### src/rtl/array_feeder_if.sv
// Host/array-facing signal bundle for array_feeder.
// The slave modport is the feeder's view; the master modport is the host/array environment.
interface array_feeder_if #(
    parameter int unsigned N  = 4,
    parameter int unsigned DW = 8
);
    localparam int unsigned AW = (N > 1) ? $clog2(N) : 1;

    logic            wr_en;
    logic            wr_sel;
    logic [AW-1:0]   wr_addr;
    logic [N*DW-1:0] wr_data;
    logic            go;
    logic            busy;
    logic            finished;
    logic            arr_start;
    logic            arr_ready;
    logic            arr_done;
    logic [N*DW-1:0] w_out;
    logic [N*DW-1:0] a_out;

    modport master (
        output wr_en, wr_sel, wr_addr, wr_data, go, arr_ready, arr_done,
        input  busy, finished, arr_start, w_out, a_out
    );

    modport slave (
        input  wr_en, wr_sel, wr_addr, wr_data, go, arr_ready, arr_done,
        output busy, finished, arr_start, w_out, a_out
    );
endinterface

### src/rtl/array_feeder.sv
// Weight/activation feeder for an NxN weight-stationary systolic array.
// Optional FEEDER_WR_LOCK_EN: host writes are ignored while a run is in progress.
module array_feeder #(
    parameter int unsigned N  = 4,
    parameter int unsigned DW = 8
) (
    input  logic          clk,
    input  logic          rst,
    array_feeder_if.slave io_bus
);
    localparam int unsigned AW = (N > 1) ? $clog2(N) : 1;
    localparam int unsigned KW = $clog2(3 * N);

    typedef enum logic [2:0] {
        S_IDLE, S_ARM, S_LOAD, S_COMP, S_WAIT, S_FIN
    } state_t;

    state_t          r_state;
    state_t          w_state_nxt;
    logic [KW-1:0]   r_k;
    logic [KW-1:0]   w_k_nxt;
    logic [N*DW-1:0] r_w [N];
    logic [N*DW-1:0] r_a [N];
    logic            w_wr_ok;
    logic [AW-1:0]   w_load_idx;
    logic [AW-1:0]   w_a_idx;

`ifdef FEEDER_WR_LOCK_EN
    assign w_wr_ok = io_bus.wr_en && (r_state == S_IDLE);
`else
    assign w_wr_ok = io_bus.wr_en;
`endif

    // Host-written weight and activation buffers
    always_ff @(posedge clk or posedge rst) begin
        if (rst) begin
            for (int i = 0; i < int'(N); i++) begin
                r_w[i] <= '0;
                r_a[i] <= '0;
            end
        end else if (w_wr_ok && (32'(io_bus.wr_addr) < N)) begin
            if (io_bus.wr_sel) r_a[io_bus.wr_addr] <= io_bus.wr_data;
            else               r_w[io_bus.wr_addr] <= io_bus.wr_data;
        end
    end

    always_ff @(posedge clk or posedge rst) begin
        if (rst) begin
            r_state <= S_IDLE;
            r_k     <= '0;
        end else begin
            r_state <= w_state_nxt;
            r_k     <= w_k_nxt;
        end
    end

    always_comb begin
        w_state_nxt = r_state;
        w_k_nxt     = r_k;
        unique case (r_state)
            S_IDLE: if (io_bus.go) begin
                w_state_nxt = S_ARM;
                w_k_nxt     = '0;
            end
            S_ARM: if (io_bus.arr_ready) begin
                w_state_nxt = S_LOAD;
                w_k_nxt     = '0;
            end
            S_LOAD: begin
                if (r_k == KW'(N - 1)) begin
                    w_state_nxt = S_COMP;
                    w_k_nxt     = '0;
                end else begin
                    w_k_nxt = r_k + KW'(1);
                end
            end
            S_COMP: begin
                if (r_k == KW'(3 * N - 1)) begin
                    w_state_nxt = S_WAIT;
                    w_k_nxt     = '0;
                end else begin
                    w_k_nxt = r_k + KW'(1);
                end
            end
            S_WAIT: if (io_bus.arr_done) w_state_nxt = S_FIN;
            S_FIN:  w_state_nxt = S_IDLE;
            default: begin
                w_state_nxt = S_IDLE;
                w_k_nxt     = '0;
            end
        endcase
    end

    // Moore outputs; bottom weight row first, activations skewed by lane index
    always_comb begin
        io_bus.busy      = (r_state != S_IDLE);
        io_bus.finished  = (r_state == S_FIN);
        io_bus.arr_start = (r_state == S_ARM);
        io_bus.w_out     = '0;
        io_bus.a_out     = '0;
        w_load_idx       = AW'(N - 1) - r_k[AW-1:0];
        w_a_idx          = '0;
        if (r_state == S_LOAD) io_bus.w_out = r_w[w_load_idx];
        if (r_state == S_COMP) begin
            for (int i = 0; i < int'(N); i++) begin
                if ((r_k >= KW'(i)) && (r_k < KW'(i + int'(N)))) begin
                    w_a_idx = AW'(r_k - KW'(i));
                    io_bus.a_out[i*DW +: DW] = r_a[w_a_idx][i*DW +: DW];
                end
            end
        end
    end
endmodule
### src/flat_wrapper.sv
// flat-port wrapper written by rule: the top's interface ports become plain ports
module array_feeder_flat 
#(
    parameter int unsigned N  = 4,
    parameter int unsigned DW = 8
)
  (clk, rst, io_bus_wr_en, io_bus_wr_sel, io_bus_wr_addr, io_bus_wr_data, io_bus_go, io_bus_arr_ready, io_bus_arr_done, io_bus_busy, io_bus_finished, io_bus_arr_start, io_bus_w_out, io_bus_a_out);
  array_feeder_if #(.N(N), .DW(DW)) io_bus_i ();
  input  logic clk;
  input  logic rst;
  input wire logic [$bits(io_bus_i.wr_en)-1:0] io_bus_wr_en;
  input wire logic [$bits(io_bus_i.wr_sel)-1:0] io_bus_wr_sel;
  input wire logic [$bits(io_bus_i.wr_addr)-1:0] io_bus_wr_addr;
  input wire logic [$bits(io_bus_i.wr_data)-1:0] io_bus_wr_data;
  input wire logic [$bits(io_bus_i.go)-1:0] io_bus_go;
  input wire logic [$bits(io_bus_i.arr_ready)-1:0] io_bus_arr_ready;
  input wire logic [$bits(io_bus_i.arr_done)-1:0] io_bus_arr_done;
  output wire logic [$bits(io_bus_i.busy)-1:0] io_bus_busy;
  output wire logic [$bits(io_bus_i.finished)-1:0] io_bus_finished;
  output wire logic [$bits(io_bus_i.arr_start)-1:0] io_bus_arr_start;
  output wire logic [$bits(io_bus_i.w_out)-1:0] io_bus_w_out;
  output wire logic [$bits(io_bus_i.a_out)-1:0] io_bus_a_out;
  assign io_bus_i.wr_en = io_bus_wr_en;
  assign io_bus_i.wr_sel = io_bus_wr_sel;
  assign io_bus_i.wr_addr = io_bus_wr_addr;
  assign io_bus_i.wr_data = io_bus_wr_data;
  assign io_bus_i.go = io_bus_go;
  assign io_bus_i.arr_ready = io_bus_arr_ready;
  assign io_bus_i.arr_done = io_bus_arr_done;
  assign io_bus_busy = io_bus_i.busy;
  assign io_bus_finished = io_bus_i.finished;
  assign io_bus_arr_start = io_bus_i.arr_start;
  assign io_bus_w_out = io_bus_i.w_out;
  assign io_bus_a_out = io_bus_i.a_out;
  array_feeder #(.N(N), .DW(DW)) u_core (.clk(clk), .rst(rst), .io_bus(io_bus_i));
endmodule
### config.mk
export PLATFORM = sky130hd
export DESIGN_NAME = array_feeder_flat
export DESIGN_NICKNAME = d
export VERILOG_FILES = /design/src/rtl/array_feeder_if.sv /design/src/rtl/array_feeder.sv /design/src/flat_wrapper.sv
export SDC_FILE = /design/constraint.sdc
export NUM_CORES = 1
export LEC_CHECK = 0
export CORE_MARGIN = 2
export CORE_UTILIZATION = 50
export DETAILED_ROUTE_END_ITERATION = 6
export GPL_TIMING_DRIVEN = 0
export PLACE_DENSITY = 0.77
export SETUP_SLACK_MARGIN = 0.3
export SYNTH_ARGS = -nofsm -noshare
export SYNTH_HDL_FRONTEND = slang
export SYNTH_SLANG_ARGS = --single-unit
export TNS_END_PERCENT = 1
### constraint.sdc
create_clock -name clk -period 9.2 [get_ports clk]
set_clock_uncertainty 0.2 [all_clocks]
set_input_delay 0.92 -clock clk [delete_from_list [all_inputs] [get_ports clk]]
set_output_delay 0.92 -clock clk [all_outputs]
set_load 0.03 [all_outputs]
### Word-level counts from Yosys, hierarchy flattened

Index checks and enable logic that the tools add are counted.

* input port bits: 41
* word-level logic and storage cells: 98
* ROM bits: 0
* register bits: 263
* memories: 0
* output and inout bits: 67
* RAM bits: 0
* latch bits: 0

* divide/modulo/power cells: 0
* bitwise operators: 8
* order comparisons: 15
* equal/unequal tests: 12
* muxes and demuxes: 36
* shifts and indexed selects: 0
* reduce and logical (&&, ||, !) cells: 12
* $mul: 0
* $add $sub $neg: 5

Operators with widths (count)
* binary-select mux 32 bit (select 2 bit): 5
* bitwise mux 128 bit: 2
* two-way mux 32 bit: 7
* demux 32 bit (select 2 bit): 1
* two-way mux 24 bit: 2
* two-way mux 8 bit: 6
* two-way mux 16 bit: 2
* one-hot mux 4 bit (5 select lines): 1
* >= comparator 3 bit (second input constant): 6
* NOT 2 -> 3 bit: 6
* < comparator 4 x 3 -> 1 bit (second input constant): 4
* two-way mux 4 bit: 4
* two-way mux 3 bit: 5
* one-hot mux 3 bit (5 select lines): 1
* >= comparator 4 x 1 -> 1 bit (second input constant): 2
* >= comparator 4 x 2 -> 1 bit (second input constant): 2
* equality test 3 x 2 -> 1 bit (second input constant): 2
* equality test 3 bit (second input constant): 2
* != test 2 bit (second input constant): 3
* logical AND 1 bit: 5
* AND reduction 5 bit: 1
* adder 4 x 1 -> 4 bit (second input constant): 1
* equality test 4 x 2 -> 1 bit (second input constant): 1
* equality test 4 bit (second input constant): 1
* other kinds (12): 16

### Longest topological paths before layout

Gate-level depths: netlist of the first run.

* word-level depth: 7
* gate-level depth with buffers: 9
* gate-level depth less buffers: 5

### Worst setup path before layout of the first run

No wires, ideal clock.

* kind: reg-to-output
* from: register u_core.r_k[0]
* to: output io_bus_a_out[10]
* path buffers: 5
* data required time: 8.080 ns
* stages on the path, launching flop included: 10
* path slack: 5.789 ns
* arrival: 2.291 ns
* path through: dfrtp_1 buf_6 buf_4 buf_4 inv_1 ha_1 buf_2 buf_2 mux4_2 nor2b_1

* cells in the longest elaborated chain, start to end: 7
* elaborated cells on any way between the ends: 10
* classes of those cells: add/sub: 1; order compare: 2; mux: 5; bitwise: 1; reduce/logical: 1

RTL lines
* start, declared: RTL line array_feeder.sv:20 `logic [KW-1:0] r_k;`
* start signal, assigned: RTL line array_feeder.sv:53 `r_k <= w_k_nxt;`
* subtractor 2 x 1 -> 2 bit: RTL line array_feeder.sv:107 `w_a_idx = AW'(r_k - KW'(i));`
* NOT 2 -> 3 bit (not written as such): RTL line array_feeder.sv:108 `io_bus.a_out[i*DW +: DW] = r_a[w_a_idx][i*DW +: DW];`
* binary-select mux 32 bit (select 2 bit): RTL line array_feeder.sv:108
* two-way mux 16 bit (not written as such) (2 in series): RTL line array_feeder.sv:108
* two-way mux 8 bit (*): RTL line array_feeder.sv:106 `if ((r_k >= KW'(i)) && (r_k < KW'(i + int'(N)))) begin`
* two-way mux 32 bit (*): RTL line array_feeder.sv:104 `if (r_state == S_COMP) begin`
* end, declared: RTL line flat_wrapper.sv:22 `output wire logic [$bits(io_bus_i.a_out)-1:0] io_bus_a_out;`

Every way passes the cells marked *; elsewhere a longest branch is shown, timed or not. The select of a mux whose other input is x is not followed.

### Final worst setup path of the first run

* from: register u_core.r_k[1]
* to: output io_bus_a_out[14]

Same word-level chain as after synthesis.

==> impl_metrics.ini, run 1 <==
[run_status]
outcome = completed

[logic_synthesis]
synth_mux_area_share_pct = 36.1
synth_cells = 751
async_reset_ff_share_pct = 100
synth.cell_area_mm2 = 0.0121
synth_fa_ha_area_share_pct = 0.310
avgSynthCellArea_um2 = 16.1
synth-seq-area-share_pct = 54.3
ys_ff_latch = 263
synth_ff_type = dfrtp_1
synthSimpleGateAreaFrac_pct = 5.44
synthXorXnorAreaFrac_pct = 0.289
synth_warnings = 0
synth_cell_type_count = 42
synth_top_family_by_area = multiplexers
synth_compound_area_share_pct = 0.537
synth_edf_count = 0
syn_nets = 795

[clock_tree]
cts_num_sinks = 263
cts_buffer_depth = 3
numCtsBuffers = 28
cts_tree = done
insertion_delay_ps = 530
root_buffer = clkbuf_16
clk_pin_slew_ps = 60
post_cts_buffers = 0
cts_hold_buf = 0
ctsResizeCount = 0
htree_num_levels = 1

[cells_and_area]
final_layout_size_suffix_gt1_share_pct = 45.2
fin_util_pct = 61.5
syn2layout_area_growth_pct = 19.9
mostFrequentLayoutCells = dfrtp_1, mux2_2, clkdlybuf4s50_1
layoutNonFillerInstCount = 1228
final_common_cell = dfrtp_1
nets = 931

[drt]
routed-wl-met2_um = 12100
num_vias = 6941
ant_nets = 0
first_iter_violations = 344
dr_wl_met3_um = 1290
viasPerCell = 5.65
wl_met1_um = 11800
firstDrtPassIters = 4
drt_wl_total_um = 25600
wl_per_cell_um = 20.9
drc = 0
top_layer = met5

[sta]
max_freq_mhz = 200
max_slew_margin_pct = 42.1
rsz0062_at_grt = false
fin_crit_sh_pct = 54.5
worst_slew_pin_slew_ps = 869
fin_tns_setup_ps = 0
setup_ws_ps = 4190
final_hold_viol_count = 0
period_minus_slack_ps = 5010
finalSetupViolations = 0
slew_violations = 0

[floorplanning]
die_area_mm2 = 0.0255
die_w_um = 160
core-area_mm2 = 0.0236
ios = 108
dieHeight_um = 160
initial_core_util_pct = 51.3
core.rowCount = 56

[pwr]
peakVddDrop_mv = 0.222
power_leakage_uw = 0.00605
power_density_mw_per_mm2 = 312

[critical_path]
crit_chain = buf_2, clkbuf_1, inv_1, ha_1, buf_2, buf_2, mux4_2, nor2b_1, clkdlybuf4s50_1
critPathRequiredTime_ps = 8080
path_common_cell = buf_2
max_stage_delay_ps = 720
worst_setup_path_end_kind = output pin
cp_slowest_cell = clkdlybuf4s50_1
crit_family = buffers and inverters
critPathMaxFanout = 10
cp-start-kind = register
worstSetupPathType = register to output pin
crit_buf_inv = 6
crit_arrival_ps = 3890

[global_routing]
grt_pass1_vias = 7173
grt_max_degree = 119
grt_antenna_before_repair = 3
grt_first_pass_wirelength_um = 41300
grt_usage_pct = 20.5
overflow = 0

[placed_design]
port_buffers = 104
gp_congestion = 0.752
dp_hpwl_um = 16600
pre_cts_ws_ps = 4720
place_inst = 1176

[job]
maxCapViolCount = 0

[worst_hold_path]
hold_class = register to register
## per-layer routing
layer  track usage [%]  vias up
met3              4.03       37
li1                  -     3060
met1              30.2     3693
met4              4.01        4
met5                 0        -
met2              32.1      147
## layout make-up
cell class | instances | area (um^2)
flip-flops and latches | 263 | 6580
diodes | 1 | 2.50
multi-input cells | 435 | 5160
inverters | 4 | 22.5
well taps | 319 | 399
clock buffers | 48 | 887
repair buffers | 106 | 1100
plain buffers | 49 | 349
clock inverters | 3 | 15.0
fillers | 1786 | 9090
## cell usage after synthesis (3+ instances only)
cell type | n | area (um^2)
a21oi_1 | 4 | 20.0
dfrtp_1 | 263 | 6580
buf_2 | 21 | 105
nand4b_1 | 3 | 26.3
buf_12 | 3 | 60.1
inv_1 | 4 | 15.0
clkbuf_1 | 8 | 30.0
nand3_1 | 3 | 15.0
nor2b_1 | 49 | 307
ha_1 | 3 | 37.5
and3_1 | 16 | 100
buf_4 | 10 | 75.1
mux2_2 | 251 | 2830
buf_6 | 7 | 78.8
mux2_1 | 8 | 90.1
mux4_2 | 64 | 1440
## where the power goes
group	switching (uW)	internal, uW	leakage, uW
combinational	930	968	0.00245
sequential	131	1420	0.00316
clock	436	648	0.000446
## final timing paths
| kind | slack [ps] | endpoint | start | cells after the start |
|---|---|---|---|---|
| worst max-delay path | 4190 | io_bus_a_out[14] | u_core.r_k[1]$_DFFE_PP0P_ | 9 |
| worst min-delay path | 280 | u_core.r_w[90]$_DFFE_PP0P_ | u_core.r_w[90]$_DFFE_PP0P_ | 1 |
| worst max register to register | 6560 | u_core.r_k[1]$_DFFE_PP0P_ | u_core.r_k[1]$_DFFE_PP0P_ | 7 |
| worst min register to register | 280 | u_core.r_w[90]$_DFFE_PP0P_ | u_core.r_w[90]$_DFFE_PP0P_ | 1 |
| max in group asynchronous | 7340 | u_core.r_w[113]$_DFFE_PP0P_ | rst | 3 |
| min in group asynchronous | 580 | u_core.r_state[1]$_DFFE_PP0P_ | rst | 2 |
## stage by stage
stage / instance area, um^2 / total power, uW / hold slack, ps
after detailed placement: 13600 / 3480 / 273
after global placement: 13600 / 3450 / 264
final: 14500 / 4530 / 280
after CTS: 14500 / 4570 / 284
after global routing: 14500 / 4750 / 306
after floorplan: 12100 / 2870 / 252
## state kept, by name (all words and copies together), names as in the netlist
register and count:
u_core.r_state 3, u_core.r_a 128, u_core.r_w 128, u_core.r_k 4
## cell families (layout without fill, tap and decap cells)
| family | Yosys count | in the layout |
|---|---|---|
| mux | 324 | 324 |
| flops | 263 | 263 |
| simple gates | 94 | 94 |
| buf+inv | 53 | 210 |
| compound gates | 10 | 10 |
| xor+xnor | 4 | 4 |
| fa+ha+maj | 3 | 3 |
| other cells | 0 | 1 |
(Power assumes the default switching activity.)
==> inputs of run 2 (changes only) <==
- PLACE_DENSITY: 0.77 -> 0.79
- clock period: 9.2 -> 4.6 ns (I/O delays scaled with it)
==> impl_metrics.ini, run 2 (synthesis gave the netlist of run 1 again) <==
[run_status]
outcome = completed

[floorplanning]
initial_core_util_pct = 51.3
core-area_mm2 = 0.0236
core.rowCount = 56
ios = 108
die_w_um = 160
die_area_mm2 = 0.0255
dieHeight_um = 160

[sta]
rsz0062_at_grt = true
worst_slew_pin_slew_ps = 690
max_slew_margin_pct = 54.0
fin_tns_setup_ps = 0
final_hold_viol_count = 0
slew_violations = 0
finalSetupViolations = 0
period_minus_slack_ps = 4250
fin_crit_sh_pct = 92.3
max_freq_mhz = 236

[critical_path]
crit_arrival_ps = 3590
cp-start-kind = register
critPathMaxFanout = 10
crit_chain = buf_6, buf_4, buf_4, inv_1, ha_1, buf_2, buf_4, mux4_2, nor2b_1, clkdlybuf4s50_1
path_common_cell = buf_4
cp_slowest_cell = clkdlybuf4s50_1
max_stage_delay_ps = 610
worstSetupPathType = register to output pin
critPathRequiredTime_ps = 3940
worst_setup_path_end_kind = output pin

[clock_tree]
cts_num_sinks = 263
insertion_delay_ps = 520
clk_pin_slew_ps = 60
post_cts_buffers = 0
cts_hold_buf = 0
cts_buffer_depth = 3
htree_num_levels = 1
numCtsBuffers = 28
cts_tree = done
root_buffer = clkbuf_16

[global_routing]
grt_max_degree = 44
grt_pass1_vias = 7348
grt_antenna_before_repair = 3
grt_first_pass_wirelength_um = 41200
overflow = 0
grt_usage_pct = 20.6

[worst_hold_path]
hold_class = primary input to async pin

[placed_design]
placed_area_mm2 = 0.0137
gp_congestion = 0.740
port_buffers = 104
dp_hpwl_um = 17200

[pwr]
peakVddDrop_mv = 0.305
finalPower_uw = 9080
power_density_mw_per_mm2 = 622
power_leakage_uw = 0.00611

[cells_and_area]
mostFrequentLayoutCells = dfrtp_1, mux2_2, clkdlybuf4s50_1
regArea_mm2 = 0.00658
nets = 936
final_common_cell = dfrtp_1
top_regs = u_core.r_a (128), u_core.r_w (128), u_core.r_k (4)
design_area_mm2 = 0.0146
multiInputGateArea_mm2 = 0.00516
final_layout_size_suffix_gt1_share_pct = 45.9
syn2layout_area_growth_pct = 20.6
fin_util_pct = 61.8
fill_cells = 1747

[drt]
drc = 0
ant_nets = 0
wl_per_cell_um = 21.0
firstDrtPassIters = 6
drt_wl_total_um = 25800
first_iter_violations = 396
num_vias = 6961
viasPerCell = 5.66

[job]
maxCapViolCount = 0
[run 2: changes by cell type in the layout (fill, tap and decap cells not counted), moves of 2 or more]
cell	previous run	this run
buf_12	3	10
buf_16	2	0
clkbuf_1	18	12
clkdlybuf4s50_1	104	102
[run 2: cell type report]
cell class	count	share of cell area, %
Buffer	49	2.42
Tap cell	319	2.73
Inverter	4	0.129
Timing Repair Buffer	111	8.10
Antenna cell	2	0.0343
Sequential cell	263	45.1
Multi-Input combinational cell	435	35.4
Clock inverter	6	0.454
Clock buffer	41	5.68
[run 2: metrics by stage]
stage               setup WS [ps]  std cells  hold WS, ps
finish                        354       1230          139
detailed placement            462       1181          272
CTS                           249       1228          136
floorplan                     470        751          252
global placement            -1440       1174          264
global route                  168       1229          177
[run 2: power breakdown]
part / leakage (uW) / internal, uW / switching, uW
Combinational: 0.00251 / 1950 / 1850
Sequential: 0.00316 / 2840 / 268
Clock: 0.000445 / 1290 / 875
[run 2: final timing paths]
check,slack [ps],end,from,cells after the start
worst max-delay path,350,io_bus_a_out[12],u_core.r_k[0]$_DFFE_PP0P_,10
worst min-delay path,140,u_core.r_a[1]$_DFFE_PP0P_,rst,2
worst max register to register,2230,u_core.r_k[1]$_DFFE_PP0P_,u_core.r_k[0]$_DFFE_PP0P_,8
worst min register to register,280,u_core.r_a[124]$_DFFE_PP0P_,u_core.r_a[124]$_DFFE_PP0P_,1
max in group asynchronous,3010,u_core.r_w[48]$_DFFE_PP0P_,rst,5
min in group clk,280,u_core.r_a[127]$_DFFE_PP0P_,io_bus_wr_en,4
[run 2: critical path, delay by kind of cell (launching register included)]
kind,cells,cell delay [ps]
buffers and inverters,7,1850
flip-flops,1,420
adder cells (fa/ha/maj),1,270
AND/OR/NAND/NOR,1,150
multiplexers,1,350
[run 2: timing repair]
item,CTS,global route
pin swaps,0,0
resized for setup,3,1
endpoints found under the setup margin,16,15
[run 2: layer usage]
layer / vias to the layer above / GRT usage (%) / wire length (um)
met5: - / 0 / 11
met2: 185 / 33.5 / 12400
met4: 2 / 5.58 / 562
met1: 3677 / 29.2 / 11400
met3: 38 / 3.32 / 1510
li1: 3059 / - / -
==> inputs of run 3 (changes only) <==
- CTS_BUF_LIST: unset -> sky130_fd_sc_hd__clkbuf_4
- GPL_TIMING_DRIVEN: 0 -> 1
==> impl_metrics.ini, run 3 (synthesis gave the netlist of run 1 again) <==
[run_status]
outcome = completed

[cells_and_area]
mostFrequentLayoutCells = dfrtp_1, mux2_2, clkdlybuf4s50_1
final_common_cell = dfrtp_1
nets = 944
fill_cells = 1797
top_regs = u_core.r_a (128), u_core.r_w (128), u_core.r_k (4)
final_layout_size_suffix_gt1_share_pct = 48.1
syn2layout_area_growth_pct = 18.6

[drt]
drc = 0
num_vias = 7157
first_iter_violations = 364
drt_wl_total_um = 26200
viasPerCell = 5.64
wl_per_cell_um = 20.7
ant_nets = 0
firstDrtPassIters = 4

[critical_path]
rrSetupSlack_ps = 2180
cp-start-kind = register
worst_setup_path_end_kind = output pin
worstSetupPathType = register to output pin
critPathMaxFanout = 18
crit_arrival_ps = 3510
critPathRequiredTime_ps = 3940

[pwr]
power_density_mw_per_mm2 = 619
peakVddDrop_mv = 0.350
power_leakage_uw = 0.00604

[floorplanning]
core-area_mm2 = 0.0236
die_area_mm2 = 0.0255
core.rowCount = 56
ios = 108
dieHeight_um = 160
die_w_um = 160
initial_core_util_pct = 51.3

[clock_tree]
numCtsBuffers = 71
cts_tree = done
insertion_delay_ps = 660
cts_buffer_depth = 3
root_buffer = clkbuf_4
cts_num_sinks = 263
htree_num_levels = 3
clk_pin_slew_ps = 70

[sta]
rsz0062_at_grt = true
period_minus_slack_ps = 4170
fin_tns_setup_ps = 0
max_slew_margin_pct = 32.9
fin_crit_sh_pct = 90.6
final_hold_viol_count = 0
finalSetupViolations = 0
worst_slew_pin_slew_ps = 1000
max_freq_mhz = 240
slew_violations = 0
hold_ws_ps = 287

[placed_design]
gp_congestion = 0.711
dp_hpwl_um = 16100
port_buffers = 107

[global_routing]
grt_first_pass_wirelength_um = 42400
overflow = 0
grt_max_degree = 146
grt_usage_pct = 21.1
grt_antenna_before_repair = 1
grt_pass1_vias = 7717

[worst_hold_path]
hold_class = register to register

[job]
maxCapViolCount = 0
==> run 3: worst max-delay path: stages (launching register included) <==
cell and delay (ps):
dfrtp_4 650, inv_1 90, ha_2 500, buf_4 290
mux4_2 510, and3_1 200, clkdlybuf4s50_1 590
==> run 3: final timing paths <==
kind                                            startpoint                         end  depth (start not counted)
worst max-delay path             u_core.r_k[0]$_DFFE_PP0P_            io_bus_a_out[29]                          6
min in group asynchronous                              rst  u_core.r_w[63]$_DFFE_PP0P_                          3
worst min register to register  u_core.r_w[91]$_DFFE_PP0P_  u_core.r_w[91]$_DFFE_PP0P_                          1
worst min-delay path            u_core.r_w[91]$_DFFE_PP0P_  u_core.r_w[91]$_DFFE_PP0P_                          1
max in group asynchronous                              rst   u_core.r_k[1]$_DFFE_PP0P_                          4
worst max register to register   u_core.r_k[1]$_DFFE_PP0P_   u_core.r_k[1]$_DFFE_PP0P_                          5
==> run 3: what timing repair did <==
action                                  in CTS  in global routing
endpoints found under the setup margin       8                  8
hold endpoints to repair                    11                  0
buffers inserted                             0                  0
hold buffers                                 1                  0
resized for setup                            1                  2
==> run 3: where the power goes <==
part	switching [uW]	internal (uW)	total [uW]
logic	1780	1860	3640
registers	333	2840	3170
clock network	937	1140	2070
==> run 3: area by class of cell <==
class                           count  area, um^2  area share [%]
Sequential cell                   263        6590            45.9
Clock inverter                     18         125           0.871
Inverter                            4        18.8           0.131
Timing Repair Buffer              125        1270            8.88
Antenna cell                        1        2.50          0.0174
Clock buffer                      103         773            5.38
Tap cell                          319         399            2.78
Multi-Input combinational cell    435        5180            36.1
==> run 3: metrics by stage <==
step	total power, uW	instances	utilization (%)	instance area (um^2)	worst slack (ps)
2_1_floorplan	5750	751	-	12100	470
3_3_place_gp	6780	1145	56.9	13400	995
3_5_place_dp	6870	1145	56.9	13400	955
4_1_cts	8980	1267	60.8	14300	218
5_1_grt	9360	1268	60.8	14400	238
6_report	8890	1268	60.8	14400	434
==> run 3: per-layer routing <==
layer / track usage (%) / wire, um / vias up / part of all wire, %
met5: 0 / 0 / - / 0
met4: 6.32 / 386 / 0 / 1.5
met3: 5.12 / 1260 / 34 / 4.8
met2: 34.6 / 13000 / 190 / 50
met1: 28.3 / 11500 / 3804 / 44
li1: - / - / 3129 / -
